[src/rtl/uart_pkg.sv]
// Shared UART definitions: receiver FSM states,
// line-level bit constants and parity encoding.
package uart_pkg;

  typedef enum logic [2:0] {
    IDLE,
    START,
    DATA,
    PARITY,
    STOP
  } rx_state_t;

  localparam logic IDLE_BIT  = 1'b1;
  localparam logic START_BIT = 1'b0;
  localparam logic STOP_BIT  = 1'b1;

  localparam logic PAR_EVEN = 1'b0;
  localparam logic PAR_ODD  = 1'b1;

endpackage

[src/rtl/rx_data_sampler.sv]
// Mid-bit sampler: three samples around the bit centre,
// majority-voted, with a strobe once the vote is settled.
module rx_data_sampler #(
  parameter int PRESCALE_W = 6
) (
  input  logic                  i_clk,
  input  logic                  i_rst_n,
  input  logic                  i_en,
  input  logic                  i_rx,
  input  logic [PRESCALE_W-1:0] i_edge_cnt,
  input  logic [PRESCALE_W-1:0] i_prescale,
  output logic                  o_bit,
  output logic                  o_valid
);

  logic [2:0]            r_smp;
  logic [PRESCALE_W-1:0] w_half;
  logic [PRESCALE_W-1:0] w_s0;
  logic [PRESCALE_W-1:0] w_s2;
  logic [PRESCALE_W-1:0] w_rdy;

  assign w_half = i_prescale >> 1;
  assign w_s0   = w_half - PRESCALE_W'(1);
  assign w_s2   = w_half + PRESCALE_W'(1);
  assign w_rdy  = w_half + PRESCALE_W'(2);

  // capture the line at P/2-1, P/2 and P/2+1
  always_ff @(posedge i_clk or negedge i_rst_n) begin
    if (!i_rst_n) begin
      r_smp <= '0;
    end else if (i_en) begin
      if (i_edge_cnt == w_s0)   r_smp[0] <= i_rx;
      if (i_edge_cnt == w_half) r_smp[1] <= i_rx;
      if (i_edge_cnt == w_s2)   r_smp[2] <= i_rx;
    end
  end

  assign o_bit = (r_smp[0] & r_smp[1]) |
                 (r_smp[0] & r_smp[2]) |
                 (r_smp[1] & r_smp[2]);

  assign o_valid = i_en && (i_edge_cnt == w_rdy);

endmodule

[src/rtl/uart_rx.sv]
// UART receiver: oversampled deframer with parity and
// stop checks, one-cycle result pulses per frame.
module uart_rx
  import uart_pkg::*;
#(
  parameter int DATA_WIDTH = 8,
  parameter int PRESCALE_W = 6
) (
  input  logic                  CLK,
  input  logic                  RST,
  input  logic                  RX_IN,
  input  logic                  PAR_EN,
  input  logic                  PAR_TYP,
  input  logic [PRESCALE_W-1:0] Prescale,
  output logic [DATA_WIDTH-1:0] P_DATA,
  output logic                  Data_Valid,
  output logic                  Parity_Error,
  output logic                  Stop_Error
);

  localparam int BW =
    (DATA_WIDTH > 1) ? $clog2(DATA_WIDTH) : 1;
  localparam logic [BW-1:0] LAST_BIT =
    BW'(DATA_WIDTH - 1);

  rx_state_t             r_state;
  logic [PRESCALE_W-1:0] r_edge;
  logic [BW-1:0]         r_bit;
  logic [PRESCALE_W-1:0] r_pre;
  logic                  r_par_en;
  logic                  r_par_typ;
  logic [DATA_WIDTH-1:0] r_shift;
  logic                  r_par_err;
  logic                  r_stop_err;
  logic                  r_done;

  logic w_busy;
  logic w_last;
  logic w_bit;
  logic w_smp_valid;
  logic w_exp_par;

  assign w_busy    = (r_state != IDLE);
  assign w_last    = (r_edge == r_pre - PRESCALE_W'(1));
  assign w_exp_par = (r_par_typ == PAR_ODD) ?
                     ~^r_shift : ^r_shift;

  rx_data_sampler #(
    .PRESCALE_W(PRESCALE_W)
  ) u_smp (
    .i_clk      (CLK),
    .i_rst_n    (RST),
    .i_en       (w_busy),
    .i_rx       (RX_IN),
    .i_edge_cnt (r_edge),
    .i_prescale (r_pre),
    .o_bit      (w_bit),
    .o_valid    (w_smp_valid)
  );

  // frame FSM, counters, shifter and registered result pulses
  always_ff @(posedge CLK or negedge RST) begin
    if (!RST) begin
      r_state      <= IDLE;
      r_edge       <= '0;
      r_bit        <= '0;
      r_pre        <= '0;
      r_par_en     <= 1'b0;
      r_par_typ    <= 1'b0;
      r_shift      <= '0;
      r_par_err    <= 1'b0;
      r_stop_err   <= 1'b0;
      r_done       <= 1'b0;
      P_DATA       <= '0;
      Data_Valid   <= 1'b0;
      Parity_Error <= 1'b0;
      Stop_Error   <= 1'b0;
    end else begin
      r_done       <= 1'b0;
      Data_Valid   <= 1'b0;
      Parity_Error <= 1'b0;
      Stop_Error   <= 1'b0;

      if (r_done) begin
        if (!r_par_err && !r_stop_err) begin
          P_DATA     <= r_shift;
          Data_Valid <= 1'b1;
        end
        Parity_Error <= r_par_err;
        Stop_Error   <= r_stop_err;
      end

      if (w_busy)
        r_edge <= w_last ? '0 : r_edge + PRESCALE_W'(1);

      unique case (r_state)
        IDLE: begin
          if (RX_IN == START_BIT) begin
            r_state   <= START;
            r_edge    <= '0;
            r_pre     <= Prescale;
            r_par_en  <= PAR_EN;
            r_par_typ <= PAR_TYP;
          end
        end
        START: begin
          if (w_smp_valid && (w_bit != START_BIT)) begin
            r_state <= IDLE;
            r_edge  <= '0;
          end else if (w_last) begin
            r_state    <= DATA;
            r_bit      <= '0;
            r_par_err  <= 1'b0;
            r_stop_err <= 1'b0;
          end
        end
        DATA: begin
          if (w_smp_valid)
            r_shift <= {w_bit, r_shift[DATA_WIDTH-1:1]};
          if (w_last) begin
            if (r_bit == LAST_BIT) begin
              r_bit   <= '0;
              r_state <= r_par_en ? PARITY : STOP;
            end else begin
              r_bit <= r_bit + BW'(1);
            end
          end
        end
        PARITY: begin
          if (w_smp_valid)
            r_par_err <= (w_bit != w_exp_par);
          if (w_last)
            r_state <= STOP;
        end
        STOP: begin
          if (w_smp_valid)
            r_stop_err <= (w_bit != STOP_BIT);
          if (w_last) begin
            r_done  <= 1'b1;
            r_state <= (RX_IN == START_BIT) ? START : IDLE;
          end
        end
        default: r_state <= IDLE;
      endcase
    end
  end

endmodule

[config.mk]
export PLATFORM = sky130hd
export DESIGN_NAME = uart_rx
export DESIGN_NICKNAME = d
export VERILOG_FILES = /design/src/rtl/uart_pkg.sv /design/src/rtl/rx_data_sampler.sv /design/src/rtl/uart_rx.sv
export SDC_FILE = /design/constraint.sdc
export NUM_CORES = 1
export LEC_CHECK = 0
export BUFFER_PORTS_ARGS = -buffer_cell sky130_fd_sc_hd__clkbuf_2
export CAP_MARGIN = 20
export CORE_ASPECT_RATIO = 2
export CORE_MARGIN = 4
export CORE_UTILIZATION = 58
export CTS_BUF_LIST = sky130_fd_sc_hd__clkbuf_4
export CTS_CLUSTER_DIAMETER = 120
export DETAILED_ROUTE_END_ITERATION = 10
export GPL_TIMING_DRIVEN = 0
export PLACE_DENSITY = 0.75
export SLEW_MARGIN = 40
export SYNTH_ARGS = -nofsm -noshare
export SYNTH_HDL_FRONTEND = slang
export SYNTH_SLANG_ARGS = --single-unit
[constraint.sdc]
create_clock -name CLK -period 4.16 [get_ports CLK]
set_input_delay 0.208 -clock CLK [delete_from_list [all_inputs] [get_ports CLK]]
set_output_delay 0.208 -clock CLK [all_outputs]
set_load 0.05 [all_outputs]
==> key figures, run 1 <==
Status
  • Status: finished, final reports clean

STA
  • Final setup fails: 0
  • Max Slew Vio Count: 0
  • Layout Skew: 0.0123 ns
  • Unrepaired setup endpoints after global routing: false
  • PnR worst setup slack: 1.55 ns
  • Hold WS: 0.0267 ns
  • Slew @ Worst Pin: 0.626 ns
  • Tmin final: 2.61 ns
  • Fin. Hold Viols: 0
  • Fin crit share: 62.7%
  • Post-Route Setup TNS: 0 ns
  • Slew margin rel.: 58.3%
  • Fmax: 0.383 GHz

Die
  • Std-Cell Core Area: 4170 um^2
  • Initial Util: 61.3%
  • Row count: 33
  • Die height: 102 um
  • DIE WIDTH: 55.0 um
  • Die footprint: 5600 um^2
  • Top Ports: 22

Clocking
  • Worst skew pair latency: 0.37 ns
  • Total CTS buffers: 5
  • Resize count post-CTS: 0
  • Clk slew on worst S/H paths: 0.14 ns
  • CTS tree: yes
  • CTS root buffer: clkbuf_4
  • Sink Count: 45
  • CTS H-tree depth: 2
  • Max clock buf depth: 2

Placed design
  • HPWL Detailed: 3.75 mm
  • Setup WS pre-CTS: 1.58 ns
  • GPL Wtd Cong: 0.826
  • Buffers on Ports: 21
  • Placed cell areas: 2740 um^2

Layout
  • Ant diodes: 0
  • Final nets: 292
  • Final instance area: 2830 um^2
  • Area growth syn-to-layout: 10.7%
  • Fraction of layout cells with a size suffix above 1: 24.3%

Routing
  • Antenna viol nets, final: 0
  • Drt first pass iters: 4
  • Final routed DRC violation total: 0
  • Vias per inst: 5.61
  • Total number of vias: 1818
  • Final WL: 4.97 mm
  • Routed WL per cell: 15.4 um
  • DR iter-0 viols: 49

Power
  • PD cells: 660 nW/um^2
  • Clock power frac: 14.7%
  • Switching part of the total power: 41.4%
  • Internal power: 1.09 mW
  • Logic pwr share: 51.5%
  • Sw power: 773 uW
  • LEAKAGE: 1.33 nW
  • Reg power frac: 33.8%
  • Worst vdd ir: 0.000447 V

Critical path
  • Worst path required time: 4.42 ns
  • Max FO, Critical Path: 6
  • Critical Path AT: 2.87 ns
  • WS Path Type: reg -> reg
  • CP Cell Sequence: inv_1 > ha_1 > a21boi_0 > xor2_1 > nor3_1 > a31oi_1 > a211oi_1 > mux2_2
  • CP peak stage delay: 0.52 ns
  • Startpoint Class: register
  • CP max stage cell: dfrtp_1
  • Worst setup EP type: register

Synthesis
  • Post-Syn Instances: 242
  • Seq cells post-synth: 45
  • Unique masters post-synth: 47
  • Post-Syn Nets: 263
  • Most area-hungry cell type in the Yosys netlist: dfrtp_1
  • Syn avg cell area: 10.6 um^2
  • Mapped cell area: 2560 um^2
  • Synth top cells by count: dfrtp_1, xnor2_1, mux2_2
  • Synth warn: 0
  • Yosys top cell area share: 44.0%
  • Prevailing post-synth register cell: dfrtp_1
  • Post-synth ARST share: 100%
  • Sequential area share after synthesis: 44.0%
  • Dominant cells by area after synthesis: dfrtp_1, mux2_2, xnor2_1
  • Number of synthesized flops with an enable pin: 0
  • Most common cell in the synthesized netlist: dfrtp_1

Global route
  • GR Util met3: 2.92%
  • Met2 GRT Util: 37.2%
  • GR peak layer: met2
  • Total GRT Usage: 20.8%
  • First-pass GRT wire length: 8.42 mm
  • Initial antenna violation count: 0
  • Congestion Overflow GR: 0
  • Largest net degree at the start of global routing: 46
  • Met1 global-route usage: 22.4%
  • Vias in the first global route: 1809

Hold path
  • Hold WC Path Type: in -> reg

Flow run
  • Max Cap Viol: 0
-- routing by layer --
layer	vias to the layer above	share of wire, %
met5	-	0
met4	0	3.1
met3	12	2.7
met2	38	56
met1	865	38
li1	903	-
-- cells by family after synthesis --
group / Yosys count / synth area share (%)
muxes: 23 / 10.1
buffers and inverters: 23 / 3.96
adders and majority gates: 11 / 5.28
xor gates and xnor gates: 35 / 12.3
DFF: 45 / 44.0
AOI/OAI and AO/OA: 39 / 11.0
and+or+nand+nor: 66 / 13.4
-- metrics by stage --
step	cells	power, mW	utilization, %
after CTS	324	1.88	67.9
after global placement	315	1.57	65.4
after global routing	324	2.01	67.9
after floorplan	242	1.39	-
after detailed placement	315	1.59	65.6
final	324	1.87	67.9
-- power groups by stage --
| stage | clock network, mW | logic (mW) | registers, mW |
|---|---|---|---|
| after floorplan | 0 | 0.782 | 0.612 |
| after global placement | 0 | 0.934 | 0.637 |
| after detailed placement | 0 | 0.955 | 0.639 |
| after CTS | 0.283 | 0.963 | 0.631 |
| after global routing | 0.299 | 1.07 | 0.647 |
| final | 0.275 | 0.963 | 0.631 |
-- worst max-delay path, delay by kind of cell (launching register included) --
family                   cells  cell delay (ns)
flip-flops                   1             0.52
multiplexers                 1             0.37
AND/OR/NAND/NOR              1             0.20
buffers and inverters        1             0.16
XOR/XNOR                     1             0.16
AO/OA/AOI/OAI                3             0.86
adder cells (fa/ha/maj)      1             0.24
-- worst paths after layout --
| path | start | to | slack, ns | depth (start not counted) |
|---|---|---|---|---|
| hold reg to reg | P_DATA[3] | P_DATA[3] | 0.52 | 1 |
| max in group asynchronous | RST | r_edge[4] | 3.33 | 2 |
| min in group asynchronous | RST | r_pre[2] | 0.39 | 2 |
| hold / removal | Prescale[3] | r_pre[3] | 0.03 | 3 |
| setup reg to reg | r_pre[2] | u_smp.r_smp[0] | 1.55 | 8 |
| setup / recovery | r_pre[2] | u_smp.r_smp[0] | 1.55 | 8 |
-- cell usage in the layout, fill, tap and decap left out, types with 3 or more instances in the layout --
master | netlist | routed
a21oi_1 | 9 | 9
and2_1 | 4 | 4
buf_2 | 4 | 4
clkbuf_1 | 3 | 3
clkbuf_2 | 2 | 22
clkbuf_4 | 0 | 6
dfrtp_1 | 45 | 45
ha_1 | 10 | 10
inv_1 | 11 | 11
mux2_2 | 22 | 22
nand2_1 | 15 | 15
nand3_1 | 7 | 7
nand4_1 | 5 | 5
nor2_1 | 12 | 12
nor2b_1 | 3 | 3
nor3_1 | 7 | 7
nor4_1 | 4 | 3
o21ai_0 | 10 | 10
xnor2_1 | 23 | 23
xor2_1 | 11 | 11
-- cell type report --
| cell class | count | area (um^2) |
|---|---|---|
| well taps | 52 | 65.1 |
| flip-flops and latches | 45 | 1130 |
| clock buffers | 5 | 37.5 |
| multi-input cells | 174 | 1340 |
| fillers | 342 | 1340 |
| inverters | 11 | 41.3 |
| repair buffers | 22 | 118 |
| clock inverters | 3 | 46.3 |
| plain buffers | 12 | 60.1 |
-- repair_timing --
item	in CTS	in global routing
setup buffers	0	0
hold buffers	1	0
endpoints found under the hold margin	45	0
-- flip-flops by register name, summed over array words and instances, names as in the netlist, 3 cells and up --
signal,cells
r_shift,8
u_smp.r_smp,3
r_edge,6
r_pre,6
r_state,3
r_bit,3
P_DATA,8
No activity file was read; power rests on OpenSTA's default activity.
==> run 2: changes to the inputs <==
CORE_UTILIZATION = 56   (was 58)
PLACE_DENSITY = 0.76   (was 0.75)
clock period = 2.2 ns   (was 4.16 ns; I/O delays follow)
==> run 2 against run 1 <==
Against the previous run: maximum frequency rose by 19%; worst setup slack got worse by 1.5 ns; routed wire length is 12% higher; sequential share of layout area fell by 2.9 points; die area is 3.2% higher; via count rose by 7.6%; non-clock buffer count up 17.
==> key figures, run 2 (synthesis gave the netlist of run 1 again) <==
Status
  • Status: finished, final reports clean

Global route
  • Congestion Overflow GR: 0 (unchanged)
  • Initial antenna violation count: 0 (unchanged)
  • Vias in the first global route: 1986 (+9.8%)
  • Largest net degree at the start of global routing: 46 (unchanged)
  • Total GRT Usage: 20.3% (-0.50 points)
  • First-pass GRT wire length: 9.25 mm (+9.8%)

Routing
  • Final routed DRC violation total: 0 (unchanged)
  • WL met2: 3.23 mm (+15%)
  • Antenna viol nets, final: 0 (unchanged)
  • Top routing layer in use: met4
  • Met1 WL: 2.07 mm (+9.4%)
  • Vias per inst: 5.70 (+1.6%)
  • Drt first pass iters: 4 (unchanged)
  • DR iter-0 viols: 67 (+37%)
  • Total number of vias: 1956 (+7.6%)
  • Final WL: 5.56 mm (+12%)
  • Routed WL per cell: 16.2 um (+5.6%)
  • Met3 wire length: 151 um (+11%)

Critical path
  • Max FO, Critical Path: 5 (-1)
  • WS Path Type: reg -> reg
  • R2r setup slk: 0.009 ns (-1.54 ns)
  • Worst setup EP type: register
  • Startpoint Class: register
  • Cell mode on critical path: a211o_1
  • Worst path bufs/invs: 1 (unchanged)
  • Delay-heaviest family, CP: compound AO/OA/AOI/OAI gates
  • FF-to-FF Start: r_pre[2]
  • Worst path required time: 2.44 ns (-1.98 ns)
  • FF-to-FF End: r_bit[2]
  • CP Cell Sequence: inv_2 > ha_4 > xnor2_1 > and2_1 > o2111a_2 > a211o_1 > a211o_1 > a22o_1
  • CP startpoint: r_pre[2]
  • Reg2reg path depth: 8 (unchanged)
  • CP max stage cell: dfrtp_2
  • CP peak stage delay: 0.46 ns (-0.06 ns)
  • Critical Path AT: 2.43 ns (-0.44 ns)

Hold path
  • Hold path depth: 2 (-1)
  • Hold WC Path Type: in -> reg
  • Hold path start: RX_IN
  • Hold EP: u_smp.r_smp[0]

Die
  • Die footprint: 5780 um^2 (+3.2%)
  • Row count: 34 (+3.0%)
  • Top Ports: 22 (unchanged)
  • Initial Util: 58.4% (-3.0 points)
  • DIE WIDTH: 55.8 um (+1.5%)
  • Std-Cell Core Area: 4380 um^2 (+5.1%)
  • Die height: 104 um (+1.6%)

Clocking
  • Worst skew pair latency: 0.36 ns (about the same)
  • Sink Count: 45 (unchanged)
  • Max clock buf depth: 2 (unchanged)
  • CTS root buffer: clkbuf_4
  • Clk slew on worst S/H paths: 0.14 ns (about the same)
  • Total CTS buffers: 5 (unchanged)
  • CTS tree: yes
  • CTS H-tree depth: 2 (unchanged)

Placed design
  • GPL Wtd Cong: 0.869 (+5.2%)
  • Buffers on Ports: 21 (unchanged)
  • Setup WS pre-CTS: -0.417 ns (-2.00 ns)
  • HPWL Detailed: 4.00 mm (+6.8%)

Layout
  • Leading cell type in the layout, fill and taps excluded: dfrtp_1
  • Most frequent cells in the layout: dfrtp_1, xnor2_1, clkbuf_2, mux2_2, nand2_1
  • Final nets: 309 (+5.8%)
  • Area growth syn-to-layout: 19.7%
  • Final Core Density: 69.9% (+2.0 points)
  • Ant diodes: 0 (unchanged)
  • Top flop regs: P_DATA: 8 flops, r_shift: 8 flops
  • Fraction of layout cells with a size suffix above 1: 30.1% (+5.8 points)

STA
  • Layout Skew: 0.0200 ns (+0.00775 ns)
  • Max Slew Vio Count: 0 (unchanged)
  • PnR worst setup slack: 0.00864 ns (-1.54 ns)
  • Fin. Hold Viols: 0 (unchanged)
  • Final setup fails: 0 (unchanged)
  • Slew margin rel.: 59.2% (+0.90 points)
  • Slew @ Worst Pin: 0.607 ns (-0.0186 ns)
  • Fmax: 0.456 GHz (+19%)
  • Unrepaired setup endpoints after global routing: true
  • Tmin final: 2.19 ns (-0.418 ns)
  • Post-Route Setup TNS: 0 ns (unchanged)
  • Fin crit share: 99.6% (+37 points)

Power
  • LEAKAGE: 1.43 nW (+7.7%)
  • PD cells: 1290 nW/um^2 (+95%)
  • Worst vdd ir: 0.000813 V (+82%)

Flow run
  • Max Cap Viol: 0 (unchanged)
## run 2: changes by cell type in the layout (fill, tap and decap cells not counted), sizes merged
cell	previous run	this run
buf	7	16
clkinvlp	1	0
dlygate4sd3	1	9
bufinv	1	2
## run 2: power by group
group | switching, mW | internal, mW
sequential | 0.171 | 1.01
clock | 0.264 | 0.352
combinational | 1.15 | 0.993
## run 2: metal layers
metal	up-vias	global-route usage, %
li1	939	-
met1	969	21.3
met2	40	38.4
met3	8	2.49
met4	0	9.39
met5	-	0
## run 2: how the worst max path moves through the flow
stage / to / slack (ns) / cells after the start
2_1_floorplan: r_bit[1] / 0.07 / 9
3_3_place_gp: u_smp.r_smp[0] / -0.34 / 8
3_5_place_dp: u_smp.r_smp[0] / -0.42 / 8
4_1_cts: u_smp.r_smp[0] / 0.01 / 9
5_1_grt: r_edge[1] / -0.05 / 7
6_report: r_bit[2] / 0.009 / 8
## run 2: worst reg2reg max path, delay by kind of cell, from the launching register on
family,cells,cell delay (ns)
XOR/XNOR,1,0.11
AO/OA/AOI/OAI,4,0.99
AND/OR/NAND/NOR,1,0.16
buffers and inverters,1,0.13
flip-flops,1,0.46
adder cells (fa/ha/maj),1,0.23
## run 2: metrics by stage
step / total power, mW / cell area (um^2) / hold slack [ns] / instances
after global routing: 4.19 / 3060 / 0.126 / 343
after detailed placement: 3.04 / 2740 / 0.184 / 317
final: 3.94 / 3060 / 0.126 / 343
after CTS: 3.82 / 3020 / 0.114 / 339
after global placement: 2.98 / 2730 / 0.314 / 317
after floorplan: 2.64 / 2560 / -0.186 / 242
## run 2: cell type report
cell class,count,area (um^2)
buffer,12,68.8
inverter,11,43.8
timing repair buffer,39,265
sequential,45,1130
fill,334,1320
clock buffer,5,37.5
tap,54,67.6
clock inverter,3,65.1
multi-input combinational,174,1390
## run 2: repair_timing
action                     4_1_cts  5_1_grt
hold endpoints to repair        53        0
buffers inserted                 5        4
hold buffers                     9        0
setup endpoints to repair       22       22
gates resized for setup         15        4
pin swaps                        3        0
